**src/rtl/clock_phase_monitor.sv**
```systemverilog
// Quadrature phase checker: samples ph_0/90/180/270 in the clk domain and verifies the
// code rotation, dwell and direction, reporting lock, direction, error pulses and a count.
module clock_phase_monitor #(
   parameter int unsigned QTR        = 1,
   parameter int unsigned LOCK_STEPS = 4,
   parameter int unsigned ERR_W      = 8
) (
   input  logic             clk,
   input  logic             rst,
   input  logic             ph_0,
   input  logic             ph_90,
   input  logic             ph_180,
   input  logic             ph_270,
   output logic             locked,
   output logic             reverse,
   output logic [1:0]       phase_idx,
   output logic             err_pulse,
   output logic [ERR_W-1:0] err_cnt
);

   localparam int unsigned DW = $clog2(QTR + 1);
   localparam int unsigned GW = $clog2(LOCK_STEPS + 1);

   typedef enum logic [1:0] {
      ACQUIRE = 2'd0,
      TRACK   = 2'd1,
      LOCKED  = 2'd2
   } state_e;

   state_e           state_q, state_d;
   logic [3:0]       s_q, s_prev_q;
   logic [DW-1:0]    dwell_q, dwell_d;
   logic [GW-1:0]    good_q, good_d;
   logic             locked_q, locked_d;
   logic             reverse_q, reverse_d;
   logic [1:0]       phase_idx_q, phase_idx_d;
   logic             err_pulse_q, err_pulse_d;
   logic [ERR_W-1:0] err_cnt_q, err_cnt_d;

   logic [3:0] v_c;
   logic       fwd_c, rev_c, step_c, at_qtr_c, both_valid_c, err_c;

   function automatic logic code_valid(input logic [3:0] c);
      return (c == 4'b1001) || (c == 4'b0011) || (c == 4'b0110) || (c == 4'b1100);
   endfunction

   function automatic logic [1:0] code_idx(input logic [3:0] c);
      logic [1:0] idx;
      idx = 2'd0;
      case (c)
         4'b0011: idx = 2'd1;
         4'b0110: idx = 2'd2;
         4'b1100: idx = 2'd3;
         default: idx = 2'd0;
      endcase
      return idx;
   endfunction

   // Step classification of the current sample against the previous one
   always_comb begin
      v_c          = {ph_270, ph_180, ph_90, ph_0};
      fwd_c        = (s_q == {s_prev_q[2:0], s_prev_q[3]});
      rev_c        = (s_q == {s_prev_q[0], s_prev_q[3:1]});
      step_c       = (s_q != s_prev_q);
      at_qtr_c     = (dwell_q == DW'(QTR));
      both_valid_c = code_valid(s_q) && code_valid(s_prev_q);
      err_c        = !code_valid(s_q)
                   || (!step_c && at_qtr_c)
                   || (step_c && !at_qtr_c)
                   || (step_c && (reverse_q ? !rev_c : !fwd_c));
   end

   // Next-state and output decode
   always_comb begin
      state_d     = state_q;
      good_d      = good_q;
      locked_d    = locked_q;
      reverse_d   = reverse_q;
      err_pulse_d = 1'b0;
      err_cnt_d   = err_cnt_q;
      dwell_d     = step_c ? DW'(1) : (at_qtr_c ? dwell_q : dwell_q + DW'(1));

      case (state_q)
         ACQUIRE: begin
            if (both_valid_c && (fwd_c || rev_c)) begin
               reverse_d = rev_c;
               dwell_d   = DW'(1);
               good_d    = '0;
               state_d   = TRACK;
            end
         end
         TRACK, LOCKED: begin
            if (err_c) begin
               err_pulse_d = 1'b1;
               if (err_cnt_q != {ERR_W{1'b1}}) err_cnt_d = err_cnt_q + ERR_W'(1);
               locked_d = 1'b0;
               state_d  = ACQUIRE;
            end else if ((state_q == TRACK) && step_c) begin
               good_d = good_q + GW'(1);
               if (good_d == GW'(LOCK_STEPS)) begin
                  locked_d = 1'b1;
                  state_d  = LOCKED;
               end
            end
         end
         default: state_d = ACQUIRE;
      endcase

      phase_idx_d = (state_d == LOCKED) ? code_idx(s_q) : 2'd0;
   end

   always_ff @(posedge clk or negedge rst) begin
      if (!rst) begin
         state_q     <= ACQUIRE;
         s_q         <= '0;
         s_prev_q    <= '0;
         dwell_q     <= '0;
         good_q      <= '0;
         locked_q    <= 1'b0;
         reverse_q   <= 1'b0;
         phase_idx_q <= 2'd0;
         err_pulse_q <= 1'b0;
         err_cnt_q   <= '0;
      end else begin
         state_q     <= state_d;
         s_q         <= v_c;
         s_prev_q    <= s_q;
         dwell_q     <= dwell_d;
         good_q      <= good_d;
         locked_q    <= locked_d;
         reverse_q   <= reverse_d;
         phase_idx_q <= phase_idx_d;
         err_pulse_q <= err_pulse_d;
         err_cnt_q   <= err_cnt_d;
      end
   end

   assign locked    = locked_q;
   assign reverse   = reverse_q;
   assign phase_idx = phase_idx_q;
   assign err_pulse = err_pulse_q;
   assign err_cnt   = err_cnt_q;

endmodule
```
**config.mk**
```make
export PLATFORM = sky130hd
export DESIGN_NAME = clock_phase_monitor
export DESIGN_NICKNAME = d
export VERILOG_FILES = /design/src/rtl/clock_phase_monitor.sv
export SDC_FILE = /design/constraint.sdc
export NUM_CORES = 1
export LEC_CHECK = 0
export ABC_AREA = 1
export CORE_MARGIN = 8
export CORE_UTILIZATION = 35
export DETAILED_ROUTE_END_ITERATION = 12
export GPL_ROUTABILITY_DRIVEN = 0
export PLACE_DENSITY = 0.63
export SYNTH_ARGS = -nofsm -noshare
export SYNTH_HDL_FRONTEND = slang
export SYNTH_SLANG_ARGS = --single-unit
```
**constraint.sdc**
```tcl
create_clock -name clk -period 3.5 [get_ports clk]
set_input_delay 0.35 -clock clk [delete_from_list [all_inputs] [get_ports clk]]
set_output_delay 0.35 -clock clk [all_outputs]
set_load 0.05 [all_outputs]
```
; Word-level counts from Yosys, hierarchy flattened
; Cells that the tools add are included.
[totals]
output_inout_bits = 13
register_bits = 27
inputBits = 6
wordCells = 83
[classes]
add_sub_neg = 3
reduce_logical = 30
muxes = 21
n_eq_ne = 19
[ops]
columns = cell, count
row1 = $eq 4x4->1 const B, 4
row2 = $logic_or 1x1->1, 10
row3 = $mux 1, 10
row4 = $mux 2, 5
row5 = $mux 3, 3
row6 = $add 8x1->8 const B, 1
row7 = $eq 4x2->1 const B, 2
row8 = $eq 4x3->1 const B, 2
row9 = $eq 4x4->1, 2
row10 = $ne 8x8->1 const B, 1
row11 = $logic_and 1x1->1, 6
row12 = $ne 2x2->1 const B, 3
row13 = $pmux 2 s3, 1
row14 = $pmux 3 s2, 1
row15 = $reduce_and 3->1, 2
row16 = $reduce_bool 2->1, 3
row17 = $logic_not 1->1, 5
row18 = $eq 2x2->1 const B, 2
row19 = $ne 4x4->1, 1
row20 = $pmux 2 s2, 1
row21 = $reduce_and 4->1, 1
row22 = $add 3x1->3 const B, 1
row23 = $eq 3x3->1 const B, 1
row24 = $eq 2x1->1 const B, 1
row25 = 4 further kinds, 4

; Logic depth before layout (Yosys ltp)
[logic_depth]
word_depth = 12
depth_mapped = 13
mapped_depth_nobuf = 13

; Least setup slack after synthesis
; Ideal clock, no wire load.
[synth_path]
path_kind = register to register
startpoint = register err_cnt_q[0], in the netlist err_cnt[0]
endpoint = register err_cnt_q[4], in the netlist err_cnt[4]
stages_incl_launch_ff = 8
n_path_buf = 1
required_time_ps = 3379
setup_time_ps = 121
period_less_slack_ps = 2093
t_arrival_ps = 1973
setup_slack_ps = 1407
path_cell_list = dfrtp_1 ha_1 nand3_2 nor4_1 nor2_8 buf_12 nand2_2 o21ai_2
[synth_via]
elab_chain_cells = 2
elab_cells_between_ends = 3
classes_between = 1 x add/sub / 1 x eq/ne / 1 x reduce/logical
[synth_rtl]
columns = item, line
row1 = "start, declared", 38  ; logic [ERR_W-1:0] err_cnt_q, err_cnt_d;
row2 = "start signal, assigned", 134  ; err_cnt_q <= err_cnt_d;
row3 = branches (longest 2 deep; another with $add 8x1->8), -
; Parallel ways; which one is timed is not known.
; A chain may end at the register's enable or synchronous reset.

; Final worst setup path
[layout_path]
startpoint = register err_cnt_q[3], in the netlist err_cnt[3]
endpoint = output err_cnt[3]
[layout_lines]
columns = item, line
row1 = "end, declared", 18  ; output logic [ERR_W-1:0] err_cnt
; No word-level cell between the ends.

==> insert_results.sql <==
INSERT INTO impl_metrics (metric_group, metric, value, unit) VALUES
('floorplan', 'fp.dieH', '83.44', 'um'),
('worst_setup_path', 'cp.required', '3.15', 'ns'),
('floorplan', 'floorplan.initialDensity', '0.3655', ''),
('logic_synthesis', 'synthesis.area_per_instance', '7.879', 'um2'),
('cts', 'cts_hold_buf', '0', ''),
('power', 'share_seq_of_total_power', '0.398', ''),
('floorplan', 'core-area', '0.004354', 'mm2'),
('logic_synthesis', 'mappedNetlistNets', '214', ''),
('placed_design', 'port_buffers', '18', ''),
('timing', 'slew_violations', '0', ''),
('global_route', 'antenna_violations_before_repair', '0', ''),
('placed_design', 'numPlacedInstances', '272', ''),
('worst_setup_path', 'path_class', 'reg2out', ''),
('run', 'maxCapViolations', '0', ''),
('logic_synthesis', 'synthDistinctLibCells', '28', ''),
('cts', 'path_clk_slew', '0.09', 'ns'),
('timing', 'finalWorstPathRequiredPeriod', '1.952', 'ns'),
('detailed_routing', 'drtPass1Iterations', '4', ''),
('power', 'power-per-cell-area', '549.7', 'mW/mm2'),
('logic_synthesis', 'synth-seq-cells', '27', ''),
('logic_synthesis', 'synth_sequential_area_ratio', '0.4245', ''),
('global_route', 'first_global_vias', '1246', ''),
('worst_setup_path', 'worst_path_largest_cell_delay', '0.85', 'ns'),
('power', 'p_clk_frac', '0.170', ''),
('timing', 'grt_setup_unrepaired', 'false', ''),
('cts', 'cts-buffers-inserted', '3', ''),
('hold_path', 'timing.hold.worst.class', 'in2async', ''),
('timing', 'final.period_utilization', '0.5578', ''),
('logic_synthesis', 'synth.cell_area', '0.001592', 'mm2'),
('worst_setup_path', 'critical_path.startpoint_type', 'flop', ''),
('cts', 'cts_max_level', '1', ''),
('worst_setup_path', 'critPathSlowestCell', 'clkdlybuf4s50_1', ''),
('placed_design', 'detailedPlacementHpwl', '2339', 'um'),
('detailed_routing', 'detail_route.wirelength', '3065', 'um'),
('layout', 'multi_input_area', '783.3', 'um2'),
('status', 'run_status', 'completed', ''),
('floorplan', 'floorplan.die.width', '83.44', 'um'),
('layout', 'layout_commonest_cell', 'nand2_1', ''),
('worst_setup_path', 'reg2reg_from', 'err_cnt[0]', ''),
('worst_setup_path', 'worst-path-buf-inv', '1', ''),
('global_route', 'overflow', '0', ''),
('floorplan', 'top_level_ports', '19', ''),
('detailed_routing', 'drcViolationCount', '0', ''),
('detailed_routing', 'post_drt_wl_per_cell', '11.11', 'um'),
('cts', 'cts_repair_resize_count', '0', ''),
('timing', 'final_hold_viol_count', '0', ''),
('layout', 'layoutNonFillerInstCount', '276', ''),
('logic_synthesis', 'post_synth_inst_count', '202', ''),
('cts', 'tritoncts', 'built', ''),
('timing', 'final-setup-viol-count', '0', ''),
('layout', 'drive_gt1_frac', '0.1295', ''),
('worst_setup_path', 'critPathArrivalTime', '1.60', 'ns'),
('cts', 'insertion_delay', '0.27', 'ns'),
('layout', 'fillCellCount', '419', ''),
('layout', 'antenna_cells', '0', ''),
('power', 'logic_gate_share_of_total_power', '0.431', ''),
('timing', 'timing_worst_slew_pin_value', '0.8470', 'ns'),
('global_route', 'grt_first_pass_wirelength', '5471', 'um'),
('timing', 'clock.fmax', '512.2', 'MHz'),
('timing', 'finalSetupTns', '0', 'ns'),
('cts', 'cts.repair_timing.setup_buffer_count', '0', ''),
('worst_setup_path', 'critPathTopFamily', 'buffers and inverters', ''),
('placed_design', 'placedInstanceArea', '0.001824', 'mm2'),
('timing', 'timing.slew.headroom', '0.4301', ''),
('layout', 'final_cell_area', '0.001869', 'mm2'),
('detailed_routing', 'num_vias', '1292', ''),
('layout', 'final-seq-area', '675.6', 'um2'),
('layout', 'area_growth_syn_to_fin', '17.45', '%'),
('power', 'switching_share', '0.4356', ''),
('detailed_routing', 'initialDrtViolationCount', '74', ''),
('worst_setup_path', 'timing.critical_path.to_type', 'output port', '');
-- layout make-up --
| cell class | count | share of cell area |
|---|---|---|
| Multi-Input combinational cell | 144 | 0.4190 |
| Sequential cell | 27 | 0.3614 |
| Timing Repair Buffer | 19 | 0.1004 |
| Inverter | 30 | 0.06024 |
| Tap cell | 52 | 0.03481 |
| Clock buffer | 4 | 0.02410 |
-- routing by layer --
| layer | wire length, um | global-route usage | up-vias |
|---|---|---|---|
| li1 | - | - | 672 |
| met5 | 0 | 0 | - |
| met2 | 1407 | 0.1457 | 33 |
| met1 | 1436 | 0.1168 | 585 |
| met4 | 42 | 0.03768 | 0 |
| met3 | 179 | 0.02051 | 2 |
-- metrics by stage --
step	total power [uW]	hold WS (ns)	setup slack [ns]
floorplan	762.8	0.05441	1.407
global placement	859.8	0.4600	1.653
detailed placement	860.1	0.4700	1.632
CTS	1040	0.4496	1.534
global route	1104	0.4694	1.446
finish	1027	0.4384	1.548
-- power groups by stage --
stage | Clock, uW | Sequential, uW | Combinational, uW
2_1_floorplan | 0 | 500 | 263
3_3_place_gp | 0 | 416 | 443
3_5_place_dp | 0 | 414 | 446
4_1_cts | 183 | 409 | 448
5_1_grt | 197 | 418 | 488
6_report | 175 | 409 | 443
-- cells in the mapped netlist --
master    count  share of area
nand2_4       1         0.0071
nand2_1      71           0.17
xnor2_1       2          0.011
a21oi_2       1         0.0055
nor2_4        1         0.0071
nand3_1      10          0.031
buf_12        1          0.013
clkinv_1      1         0.0024
nand3_2       2          0.013
a21oi_1       3         0.0094
o21ai_0       1         0.0031
nand4_1       5          0.020
nor3_1        4          0.013
ha_1          6          0.047
xor2_1        7          0.039
nor4_1        1         0.0039
inv_1        24          0.057
inv_2         5          0.012
o31ai_1       1         0.0047
nor2_1       10          0.024
nor2_8        1          0.013
conb_1        1         0.0024
nor2_2        2         0.0079
o21a_1        1         0.0047
nand2_2       6          0.024
o21ai_1       1         0.0031
o21ai_2       6          0.033
dfrtp_1      27           0.42
-- path summary, 6_finish.rpt --
path | endpoint | slack (ns) | depth (start not counted)
setup / recovery | err_cnt[3] | 1.55 | 1
hold / removal | s_q[1] | 0.44 | 2
setup reg to reg | err_cnt[1] | 1.65 | 6
hold reg to reg | good_q[2] | 0.48 | 2
max in group asynchronous | good_q[1] | 2.80 | 2
min in group clk | good_q[2] | 0.48 | 2
-- state kept, by name (all words and copies together), names as in the netlist --
signal,count
err_pulse,1
reverse,1
locked,1
err_cnt,8
good_q,3
s_prev_q,4
at_qtr_c,1
state_q,2
phase_idx,2
s_q,4
-- logic make-up (layout without fill, tap and decap cells) --
logic type / count (synthesis) / after routing / synth area share
and+or+nand+nor: 114 / 114 / 0.3294
other: 1 / 1 / 0.002356
AOI/OAI and AO/OA: 14 / 14 / 0.06367
DFF: 27 / 27 / 0.4245
xor gates and xnor gates: 9 / 9 / 0.04953
buffers and inverters: 31 / 53 / 0.08334
adders and majority gates: 6 / 6 / 0.04717
(Power assumes the default switching activity.)
